File: src/rtl/seg_scan_decoder.sv
// seg_scan_decoder: samples a multiplexed 3-digit 7-segment bus and recovers
// the displayed BCD digits and binary value, publishing only stable readings.
// Optional watchdog: define SCAN_TIMEOUT_EN to build the scan_lost timer.
module seg_scan_decoder #(
  parameter int unsigned SETTLE        = 4,
  parameter int unsigned STABLE_FRAMES = 2
`ifdef SCAN_TIMEOUT_EN
  ,
  parameter int unsigned TIMEOUT       = 65535
`endif
) (
  input  logic       clk,
  input  logic       rst_n,
  input  logic [6:0] seg,
  input  logic [2:0] an,
  input  logic       alarm_in,
  output logic [3:0] bcd_h,
  output logic [3:0] bcd_t,
  output logic [3:0] bcd_u,
  output logic [9:0] value,
  output logic       valid,
  output logic       update,
  output logic       alarm,
  output logic       seg_err,
  output logic       an_err,
  output logic       scan_lost
);

  localparam int unsigned SEG_W = 7;
  localparam int unsigned AN_W  = 3;
  localparam int unsigned DIG_W = 4;
  localparam int unsigned VAL_W = 10;
  localparam int unsigned CNT_W = 8;
  localparam int unsigned STB_W = 4;

  typedef struct packed {
    logic [DIG_W-1:0] h;
    logic [DIG_W-1:0] t;
    logic [DIG_W-1:0] u;
  } digits_t;

  typedef enum logic [1:0] {S_IDLE, S_SETTLE, S_HOLD} state_t;

  logic [SEG_W-1:0] seg_m, seg_s, seg_p;
  logic [AN_W-1:0]  an_m, an_s, an_p;
  logic             alarm_m;

  state_t           state_q, state_c;
  logic [CNT_W-1:0] settle_q, settle_c;
  logic             sample_c;
  logic             changed_c;

  logic [DIG_W-1:0] dig_c;
  logic             seg_ok_c;
  logic             one_low_c;
  logic             good_c;
  logic             frame_done_c;
  logic             publish_c;
  logic             wd_fire_c;

  digits_t          cand_q, cand_c, prev_q;
  logic [AN_W-1:0]  mask_q, mask_c;
  logic [STB_W-1:0] stable_q, stable_c;
  logic [VAL_W-1:0] val_c;

  // Two-flop synchronisers plus one history stage for change detection
  always_ff @(posedge clk or negedge rst_n) begin
    if (!rst_n) begin
      seg_m   <= '0;
      seg_s   <= '0;
      seg_p   <= '0;
      an_m    <= '1;
      an_s    <= '1;
      an_p    <= '1;
      alarm_m <= 1'b0;
      alarm   <= 1'b0;
    end else begin
      seg_m   <= seg;
      seg_s   <= seg_m;
      seg_p   <= seg_s;
      an_m    <= an;
      an_s    <= an_m;
      an_p    <= an_s;
      alarm_m <= alarm_in;
      alarm   <= alarm_m;
    end
  end

  assign changed_c = (an_s != an_p) || (seg_s != seg_p);

  // Scanner state and settle counter registers
  always_ff @(posedge clk or negedge rst_n) begin
    if (!rst_n) begin
      state_q  <= S_IDLE;
      settle_q <= '0;
    end else begin
      state_q  <= state_c;
      settle_q <= settle_c;
    end
  end

  // Scanner next state: one sample per anode dwell once the bus has settled
  always_comb begin
    state_c  = state_q;
    settle_c = settle_q;
    sample_c = 1'b0;
    case (state_q)
      S_IDLE: begin
        if (an_s != 3'b111) begin
          state_c  = S_SETTLE;
          settle_c = '0;
        end
      end
      S_SETTLE: begin
        if (an_s == 3'b111) begin
          state_c  = S_IDLE;
          settle_c = '0;
        end else if (changed_c) begin
          settle_c = '0;
        end else if (settle_q == CNT_W'(SETTLE - 1)) begin
          sample_c = 1'b1;
          state_c  = S_HOLD;
          settle_c = '0;
        end else begin
          settle_c = settle_q + CNT_W'(1);
        end
      end
      S_HOLD: begin
        if (an_s != an_p) state_c = S_IDLE;
      end
      default: state_c = S_IDLE;
    endcase
  end

  // Segment pattern decode; blank reads as 0
  always_comb begin
    dig_c    = '0;
    seg_ok_c = 1'b1;
    case (seg_s)
      7'h3F, 7'h00: dig_c = 4'd0;
      7'h06:        dig_c = 4'd1;
      7'h5B:        dig_c = 4'd2;
      7'h4F:        dig_c = 4'd3;
      7'h66:        dig_c = 4'd4;
      7'h6D:        dig_c = 4'd5;
      7'h7D:        dig_c = 4'd6;
      7'h07:        dig_c = 4'd7;
      7'h7F:        dig_c = 4'd8;
      7'h6F:        dig_c = 4'd9;
      default:      seg_ok_c = 1'b0;
    endcase
  end

  assign one_low_c = (an_s == 3'b110) || (an_s == 3'b101) || (an_s == 3'b011);
  assign good_c    = sample_c && one_low_c && seg_ok_c;

  // Candidate frame assembly, stability tracking and publish decision
  always_comb begin
    cand_c = cand_q;
    if (good_c) begin
      case (an_s)
        3'b110:  cand_c.u = dig_c;
        3'b101:  cand_c.t = dig_c;
        default: cand_c.h = dig_c;
      endcase
    end
    mask_c       = mask_q | (good_c ? ~an_s : AN_W'(0));
    frame_done_c = good_c && (mask_c == 3'b111);
    if (cand_c == prev_q) begin
      stable_c = (stable_q == STB_W'(STABLE_FRAMES)) ? stable_q : stable_q + STB_W'(1);
    end else begin
      stable_c = STB_W'(1);
    end
    val_c = VAL_W'(cand_c.h) * VAL_W'(100) + VAL_W'(cand_c.t) * VAL_W'(10) + VAL_W'(cand_c.u);
    publish_c = frame_done_c && (stable_c == STB_W'(STABLE_FRAMES)) &&
                (!valid || (cand_c != {bcd_h, bcd_t, bcd_u}));
  end

  // Frame state, error pulses and published outputs
  always_ff @(posedge clk or negedge rst_n) begin
    if (!rst_n) begin
      cand_q   <= '0;
      prev_q   <= '0;
      mask_q   <= '0;
      stable_q <= '0;
      an_err   <= 1'b0;
      seg_err  <= 1'b0;
      update   <= 1'b0;
      valid    <= 1'b0;
      value    <= '0;
      bcd_h    <= '0;
      bcd_t    <= '0;
      bcd_u    <= '0;
    end else begin
      an_err  <= sample_c && !one_low_c;
      seg_err <= sample_c && one_low_c && !seg_ok_c;
      update  <= publish_c;
      if (wd_fire_c || (sample_c && one_low_c && !seg_ok_c)) begin
        mask_q   <= '0;
        stable_q <= '0;
      end else if (good_c) begin
        cand_q <= cand_c;
        if (frame_done_c) begin
          mask_q   <= '0;
          stable_q <= stable_c;
          prev_q   <= cand_c;
        end else begin
          mask_q <= mask_c;
        end
      end
      if (publish_c) begin
        bcd_h <= cand_c.h;
        bcd_t <= cand_c.t;
        bcd_u <= cand_c.u;
        value <= val_c;
        valid <= 1'b1;
      end
    end
  end

`ifdef SCAN_TIMEOUT_EN
  localparam int unsigned WD_W = 16;
  logic [WD_W-1:0] wd_q;

  assign wd_fire_c = !scan_lost && !good_c && (wd_q == WD_W'(TIMEOUT - 1));

  // Watchdog: cycles since the last good sample, stops once scan is lost
  always_ff @(posedge clk or negedge rst_n) begin
    if (!rst_n) begin
      wd_q      <= '0;
      scan_lost <= 1'b0;
    end else if (good_c) begin
      wd_q      <= '0;
      scan_lost <= 1'b0;
    end else if (wd_fire_c) begin
      scan_lost <= 1'b1;
    end else if (!scan_lost) begin
      wd_q <= wd_q + WD_W'(1);
    end
  end
`else
  assign wd_fire_c = 1'b0;
  assign scan_lost = 1'b0;
`endif

endmodule

File: config.mk
export PLATFORM = sky130hd
export DESIGN_NAME = seg_scan_decoder
export DESIGN_NICKNAME = d
export VERILOG_FILES = /design/src/rtl/seg_scan_decoder.sv
export SDC_FILE = /design/constraint.sdc
export NUM_CORES = 1
export LEC_CHECK = 0
export ABC_CLOCK_PERIOD_IN_PS = 6300
export CORE_MARGIN = 2
export CORE_UTILIZATION = 59
export DETAILED_ROUTE_END_ITERATION = 8
export GPL_TIMING_DRIVEN = 0
export PLACE_DENSITY = 0.89
export SETUP_SLACK_MARGIN = 0.4
export SLEW_MARGIN = 5
export SYNTH_ARGS = -nofsm -noshare
export SYNTH_HDL_FRONTEND = slang
export SYNTH_SLANG_ARGS = --single-unit
File: constraint.sdc
create_clock -name clk -period 6.3 [get_ports clk]
set_input_delay 0.63 -clock clk [delete_from_list [all_inputs] [get_ports clk]]
set_output_delay 0.63 -clock clk [all_outputs]
set_load 0.01 [all_outputs]
# Yosys cells after proc, flatten, opt, wreduce, memory -nomap -nowiden
# Index checks and enable logic that the tools add are counted.
[op_classes] addsub=4 mul=2 n_eq_ne=29 mux=30 bitwise_logic=3 n_reduce_logical=26
[op_table] operator="7-bit equality test, second input constant" n=7
[op_table] operator="4-bit one-hot mux with 9 select lines" n=1
[op_table] operator="4-bit 2-to-1 mux" n=8
[op_table] operator="8-bit 2-to-1 mux" n=4
[op_table] operator="8-bit one-hot mux with 2 select lines" n=1
[op_table] operator="7-bit by 3-bit equality test with 1-bit output, second input constant" n=2
[op_table] operator="12-bit equality test" n=1
[op_table] operator="3-bit equality test, second input constant" n=4
[op_table] operator="12-bit 2-to-1 mux" n=1
[op_table] operator="3-bit 2-to-1 mux" n=4
[op_table] operator="12-bit inequality test" n=1
[op_table] operator="11-bit OR reduction" n=1
[op_table] operator="10-bit by 4-bit adder with 10-bit output" n=1
[op_table] operator="10-bit by 8-bit adder with 10-bit output" n=1
[op_table] operator="2-bit 2-to-1 mux" n=5
[op_table] operator="3-bit inequality test, second input constant" n=3
[op_table] operator="8-bit by 1-bit adder with 8-bit output, second input constant" n=1
[op_table] operator="4-bit by 2-bit equality test with 1-bit output, second input constant" n=2
[op_table] operator="8-bit by 2-bit equality test with 1-bit output, second input constant" n=1
[op_table] operator="4-bit by 5-bit multiplier with 8-bit output, second input constant" n=1
[op_table] operator="7-bit by 6-bit equality test with 1-bit output, second input constant" n=1
[op_table] operator="1-bit logical AND" n=7
[op_table] operator="7-bit logical NOT" n=1
[op_table] operator="4-bit by 3-bit multiplier with 7-bit output, second input constant" n=1
[op_table] operator="20 further kinds" n=34
[totals] register_bits=99 in_bits=13 output_inout_bits=28 wordCells=120

# Depth between registers and ports, before layout
# Gate-level depths: netlist of run 1.
[depth] word_depth=14 depth_mapped=23 ltp_nobuf=21

# Worst setup path before layout of run 1
# OpenSTA, ideal clock, no wires.
[synth_timing] kind="reg2reg" startpoint="register seg_s[3]" endpoint="register value[9]" setup_ns=0.125 t_arrival_ns=4.667 t_required_ns=6.175 setup_slack_ns=1.507 path_stages_with_launch=22 n_path_buf=1 synth_period_minus_slack_ns=4.793 cell_sequence="dfrtp_1 -> or3_4 -> or3_4 -> and2_4 -> buf_6 -> a2111oi_2 -> a21o_1 -> inv_1 -> ha_1 -> ha_1 -> inv_1 -> fa_1 -> inv_1 -> ha_1 -> ha_1 -> inv_1 -> o21bai_1 -> a21oi_1 -> o21bai_1 -> a21oi_1 -> xnor2_1 -> mux2_4"
[synth_lines] item="from (decl)" line="44" text="logic [SEG_W-1:0] seg_m, seg_s, seg_p;"
[synth_lines] item="from (signal assigned)" line="79" text="seg_s <= seg_m;"
[synth_lines] item="to (signal assigned)" line="215" text="value <= val_c;"
[synth_lines] item="to (decl)" line="20" text="output logic [9:0] value,"

==> metrics, run 1 <==
HP Class in -> async; worst-margin pin slew about 0.82 ns; CTS Buf Count 9; Filler Cells Inserted between 700 and 800; Post-DP HPWL 10600 um; Rel. slew slack a little under half; final WL 14100 um; ANT nets after route 0; ratio of cells with drive above 1 in the final layout between 10 and 15%; Internal Pwr Total 849 uW; Worst-path clk slew approximately 0.10 ns; die area approximately 11000 um2; TritonCTS Sinks 98; Die Wd 103 um; routed vias ~4800; worst path required time roughly 6.6 ns; initial core utilization roughly 60%; RSZ-0062 raised after global routing no; Flop pwr share a little under three fifths; Unique masters post-synth 73; max-cap check violation count 0; Net Count, Synth between 600 and 700; leakage 0.00303 uW; CP Capture Type register; Max stage delay on crit path 0.53 ns; design area about 6600 um2; DRC errors left 0; status finished, final reports clean; top-count cell post-synth dfrtp_1; H-tree Lvls 3; Critical Path, Cell by Cell nand2_1 -> nor4_2 -> nor3_1 -> clkbuf_1 -> a2111oi_2 -> a21o_1 -> inv_1 -> ha_1 -> ha_1 -> inv_1 -> fa_1 -> inv_1 -> ha_1 -> ha_1 -> inv_1 -> o21bai_1 -> a21oi_1 -> o21bai_1 -> a21oi_1 -> xnor2_1 -> mux2_4; post-synthesis sequential area ratio around 43%; floorplan row count 36; drt wl/cell between 15 and 20 um; synthesis-stage register bit count 98; Final Critical Period 5.47 ns; top_reg_cell synth dfrtp_1; Detailed Routing Iterations Pass 1 6; Die Y around 100 um; diode count 0; Tot GR Track Use 28.6%; routability congestion estimate 0.978; reg-to-reg endpoint value[9]$_DFFE_PN0P_; Synth Warn # 0; DR vias/cell ~6.2; top cell type's share of synthesized area roughly two fifths; Area contributors post-synth dfrtp_1, ha_1, mux2_4, dfstp_2, nand2_1; RR Startpoint seg_s[0]$_DFF_PN0_; CP Max Fanout 10; placed cell areas approximately 6400 um2; Worst Skew 0.0112 ns; FMAX roughly 0.18 GHz; maximum VDD drop approximately 0.17 mV; Ports 41; area grow syn2layout 14.0%; critical path class reg -> reg; Comb pwr share approximately 5.4%; post-synthesis cell count around 580; Clk pwr share approximately 37%; slowest CP cell a2111oi_2; Final Cycle Share approximately 87%; PD cells approximately 170 nW/um2; number of global-route vias before repair approximately 4600; CTS Root Buffer Type clkbuf_8; asr flop ratio synth 100%; total gr overflow 0; reg2reg path depth 21; CTS tree built; # nets final just under 700; Tot Pwr about 1100 uW; Cell Area, Synth 5780 um2; synth cell count leaders dfrtp_1, nand2_1, nor2_1, o21ai_0, inv_1; port buffer count 39; first-pass GRT wire length between 20000 and 25000 um; starting DRC count in detailed routing ~510; Post-CTS Hold Fix Bufs 0; NetSw approximately 280 uW; initial antenna violation count 0; max-slew violation count 0; switch share 24.8%; CP arrival ~5.7 ns; clk buf depth 2; EDFF count, synth 0; Core ar. roughly 9600 um2; largest net degree at the start of global routing between 60 and 70; worst-skew pair later-pin latency ~0.38 ns; Fin. Hold Viols 0; Final setup viols 0; reg2reg setup slack a little over 0.8 ns; Avg Cell Area, Syn approximately 10 um2; crit start category register; Synth area leader dfrtp_1; final setup TNS 0 ns
## timing repair
item                                   4_1_cts  5_1_grt
setup buffers                                0        2
gates resized for setup                      0        3
setup endpoints to repair                    0        2
endpoints found under the hold margin        0        0
## cell usage in the layout, fill, tap and decap left out, types with 6 or more instances in the layout
cell             count
a21oi_1             19
mux2_4              19
xnor2_1             18
clkbuf_1            12
clkdlybuf4s50_1     38
inv_1               29
nand2_1             54
and3_1               6
dfstp_2              9
nor3_1              18
ha_1                26
xor2_1              21
dfrtp_1             89
nor4_1              13
nand4_1             13
nor2_1              41
o21ai_0             37
clkbuf_8             9
o31ai_1              7
mux2i_1              6
nand3_1             11
nand2b_1            10
## area by class of cell
type	count	area [um2]	area share (%)
Clock buffer	9	124	1.88
Inverter	30	113	1.71
Buffer	21	120	1.82
Timing Repair Buffer	42	430	6.53
Tap cell	133	166	2.53
Multi-Input combinational cell	427	3100	47.0
Clock inverter	7	73.8	1.12
Sequential cell	98	2460	37.4
## worst max path at each step
| stage | start | endpoint | slack, ns | cells after the start |
|---|---|---|---|---|
| 2_1_floorplan | seg_s[3]$_DFF_PN0_ | value[9]$_DFFE_PN0P_ | 1.51 | 21 |
| 3_3_place_gp | an_s[0]$_DFF_PN1_ | value[9]$_DFFE_PN0P_ | 0.79 | 21 |
| 3_5_place_dp | an_s[0]$_DFF_PN1_ | value[9]$_DFFE_PN0P_ | 0.71 | 21 |
| 4_1_cts | an_s[1]$_DFF_PN1_ | value[9]$_DFFE_PN0P_ | 0.66 | 21 |
| 5_1_grt | seg_s[1]$_DFF_PN0_ | value[9]$_DFFE_PN0P_ | 0.45 | 22 |
| 6_report | seg_s[0]$_DFF_PN0_ | value[9]$_DFFE_PN0P_ | 0.83 | 21 |
## state kept, by name (all words and copies together), names as in the netlist, 4 cells and up
register	count
seg_m	7
bcd_u	4
bcd_h	4
bcd_t	4
seg_p	7
seg_s	7
settle_q	8
prev_q	12
stable_q	4
value	9
cand_q	12
## metal layers
| metal | vias up | GRT usage [%] | wire length [um] |
|---|---|---|---|
| met5 | - | 0 | 0 |
| met1 | 2336 | 39.7 | 5910 |
| met2 | 202 | 45.0 | 6750 |
| met3 | 31 | 4.41 | 1080 |
| li1 | 2181 | - | - |
| met4 | 0 | 11.8 | 386 |
## logic make-up (layout without fill, tap and decap cells)
family          count (synthesis)  in the layout  share of synthesized area, %
flops                          98             98                          42.6
fa+ha+maj                      32             32                          7.53
buf+inv                        51            109                          4.02
simple gates                  207            207                          18.7
compound gates                115            115                          13.7
xor+xnor                       39             39                          5.91
mux                            33             33                          7.49
other cells                     1              1                        0.0649
## power groups by stage
stage               logic [uW]  registers (uW)  clock network (uW)
floorplan                 30.5             659                   0
global placement          56.5             660                   0
detailed placement        60.7             661                   0
CTS                       61.1             649                 422
global route              68.3             650                 450
finish                    61.1             649                 418
## worst max-delay path, delay by kind of cell, from the launching register on
family	cells	cell delay, ns
AO/OA/AOI/OAI	6	1.43
adder cells (fa/ha/maj)	5	1.54
buffers and inverters	5	0.64
XOR/XNOR	1	0.09
AND/OR/NAND/NOR	3	0.90
flip-flops	1	0.51
multiplexers	1	0.26
## through the flow
step	hold slack, ns	util, %	cells	worst slack, ns
after CTS	0.225	68.1	765	0.660
after detailed placement	0.335	66.0	749	0.709
after floorplan	0.331	-	576	1.51
after global placement	0.332	65.8	748	0.791
after global routing	0.242	68.4	767	0.449
final	0.209	68.4	767	0.829
Note: power is estimated with default switching activity, not from simulation.
==> run 2, diff against run 1 <==
--- a/config.mk
+++ b/config.mk
@@ -7,10 +7,11 @@
 export LEC_CHECK = 0
 export ABC_CLOCK_PERIOD_IN_PS = 6300
 export CORE_MARGIN = 2
-export CORE_UTILIZATION = 59
+export CORE_UTILIZATION = 60
+export CTS_BUF_LIST = sky130_fd_sc_hd__clkbuf_4
 export DETAILED_ROUTE_END_ITERATION = 8
 export GPL_TIMING_DRIVEN = 0
-export PLACE_DENSITY = 0.89
+export PLACE_DENSITY = 0.8
 export SETUP_SLACK_MARGIN = 0.4
 export SLEW_MARGIN = 5
 export SYNTH_ARGS = -nofsm -noshare
==> metrics, run 2 (synthesized netlist as in run 1, its figures left out) <==
status finished, final reports clean; final WL 13600 um; Final WS setup slightly below 0.8 ns; Rel. slew slack between 30 and 40%; total gr overflow 0; FMAX roughly 0.18 GHz; # nets final about 670; maximum VDD drop between 0.1 and 0.15 mV; Tot GR Track Use 28.2%; DRC errors left 0; Placement Setup Slack roughly 0.57 ns; Final setup viols 0; TritonCTS Sinks 98; placed cell areas between 6000 and 7000 um2; Core ar. 9280 um2; port buffer count 39; CP Max Fanout 9; Worst Skew between 0.02 and 0.025 ns; commonest cells after routing, fill and taps aside dfrtp_1, nand2_1, nor2_1, clkdlybuf4s50_1, o21ai_0; worst-margin pin slew 1.01 ns; H-tree Lvls 3; Final Critical Period approximately 5.5 ns; floorplan row count 35; design area about 6500 um2; Filler Cells Inserted 715; diode count 0; worst path required time 6.68 ns; most common cell after layout, fill and taps aside dfrtp_1; drt wl/cell between 15 and 20 um; final setup TNS 0 ns; CP Capture Type register; max-cap check violation count 0; CP arrival about 5.9 ns; switch share 27.5%; Die Y between 100 and 150 um; leakage approximately 0.0030 uW; NetSw roughly 290 uW; ratio of cells with drive above 1 in the final layout between 10% and 20%; CTS tree built; worst-skew pair later-pin latency ~0.48 ns; Fin. Hold Viols 0; HP Class in -> async; Clk pwr share about a third; Final Cycle Share between 80% and 90%; routability congestion estimate roughly 1; critical path class reg -> reg; Tot Pwr around 1000 uW; initial core utilization about 62%; Die Wd approximately 100 um; ANT nets after route 0; routed vias 4612; crit start category register; largest net degree at the start of global routing 65; die area ~10000 um2; number of global-route vias before repair ~4400; Comb pwr share ~5.8%; Largest regs cand_q: 12 flops, prev_q: 12 flops, value: 9 flops; Detailed Routing Iterations Pass 1 5; starting DRC count in detailed routing roughly 260; footprint of the multi-input gates between 3000 and 4000 um2; area grow syn2layout 13.0%; Internal Pwr Total around 760 uW; PD cells 160 nW/um2; hold slack 0.0750 ns; Worst-path clk slew 0.17 ns; Ports slightly above 40; Flop pwr share between 60% and 70%; clk buf depth 2; Post-CTS Hold Fix Bufs 0; CTS Root Buffer Type clkbuf_4; first-pass GRT wire length around 22000 um; Sequential Area between 2000 and 2500 um2; initial antenna violation count 0; Post-DP HPWL 10500 um; DR vias/cell between 6 and 7; CTS Buf Count 9; max-slew violation count 0; RSZ-0062 raised after global routing no
==> run 2: cell types whose count changed in the layout (fill, tap and decap cells not counted), moves of 2 or more <==
| cell | change |
|---|---|
| clkbuf_4 | +9 |
| clkbuf_8 | -9 |
| clkinv_2 | -2 |
| clkinv_4 | +2 |
| clkinv_8 | +2 |
| inv_6 | -2 |
| inv_8 | +2 |
==> run 2: timing repair <==
item                       4_1_cts  5_1_grt
setup endpoints to repair        0        2
setup buffers                    0        1
resized for setup                0        2
==> run 2: power by group through the flow <==
stage / Combinational [uW] / Clock [uW] / Sequential, uW
CTS: 61.0 / 349 / 649
floorplan: 30.5 / 0 / 659
global route: 68.8 / 375 / 651
detailed placement: 60.7 / 0 / 661
global placement: 57.2 / 0 / 660
finish: 61.1 / 337 / 649
==> run 2: critical path, cell delays in order, from the launching register on <==
cell and delay (ns):
dfstp_2 0.57, clkbuf_1 0.31, xor2_1 0.13, nor3_2 0.48, and4_1 0.34, nand2_1 0.10, o31ai_1 0.87, ha_1 0.28
ha_1 0.16, inv_1 0.05, fa_1 0.49, inv_1 0.04, ha_1 0.26, ha_1 0.32, inv_1 0.08, o21bai_1 0.08
a21oi_1 0.22, o21bai_1 0.10, a21oi_1 0.19, xnor2_1 0.08, mux2_4 0.25
==> run 2: layer usage <==
layer	track usage [%]	vias up	part of all wire, %
met5	0	-	0
met3	4.04	23	5.9
li1	-	2179	-
met1	41.4	2250	47
met2	43.7	160	46
met4	8.41	0	1.7
==> run 2: area by class of cell <==
type	instances	share of cell area, %
inverter	30	1.72
sequential	98	37.7
buffer	21	1.84
timing repair buffer	41	6.48
clock buffer	9	1.03
tap	129	2.47
clock inverter	7	1.25
multi-input combinational	427	47.5
==> run 2: through the flow <==
step	cells	util, %
6_report	762	70.4
5_1_grt	762	70.4
4_1_cts	761	70.1
3_5_place_dp	745	68.5
3_3_place_gp	744	68.2
2_1_floorplan	576	-
==> run 2: worst paths after layout <==
kind                       slack, ns  depth (start not counted)               start                       to
max                             0.78                         20   an_s[0]$_DFF_PN1_     value[9]$_DFFE_PN0P_
min                             0.08                          1               rst_n  settle_q[2]$_DFFE_PN0P_
max reg2reg                     0.78                         20   an_s[0]$_DFF_PN1_     value[9]$_DFFE_PN0P_
min reg2reg                     0.36                          0  seg_m[6]$_DFF_PN0_       seg_s[6]$_DFF_PN0_
max in group asynchronous       5.52                          2               rst_n        an_m[0]$_DFF_PN1_
min in group clk                0.36                          0  seg_m[6]$_DFF_PN0_       seg_s[6]$_DFF_PN0_
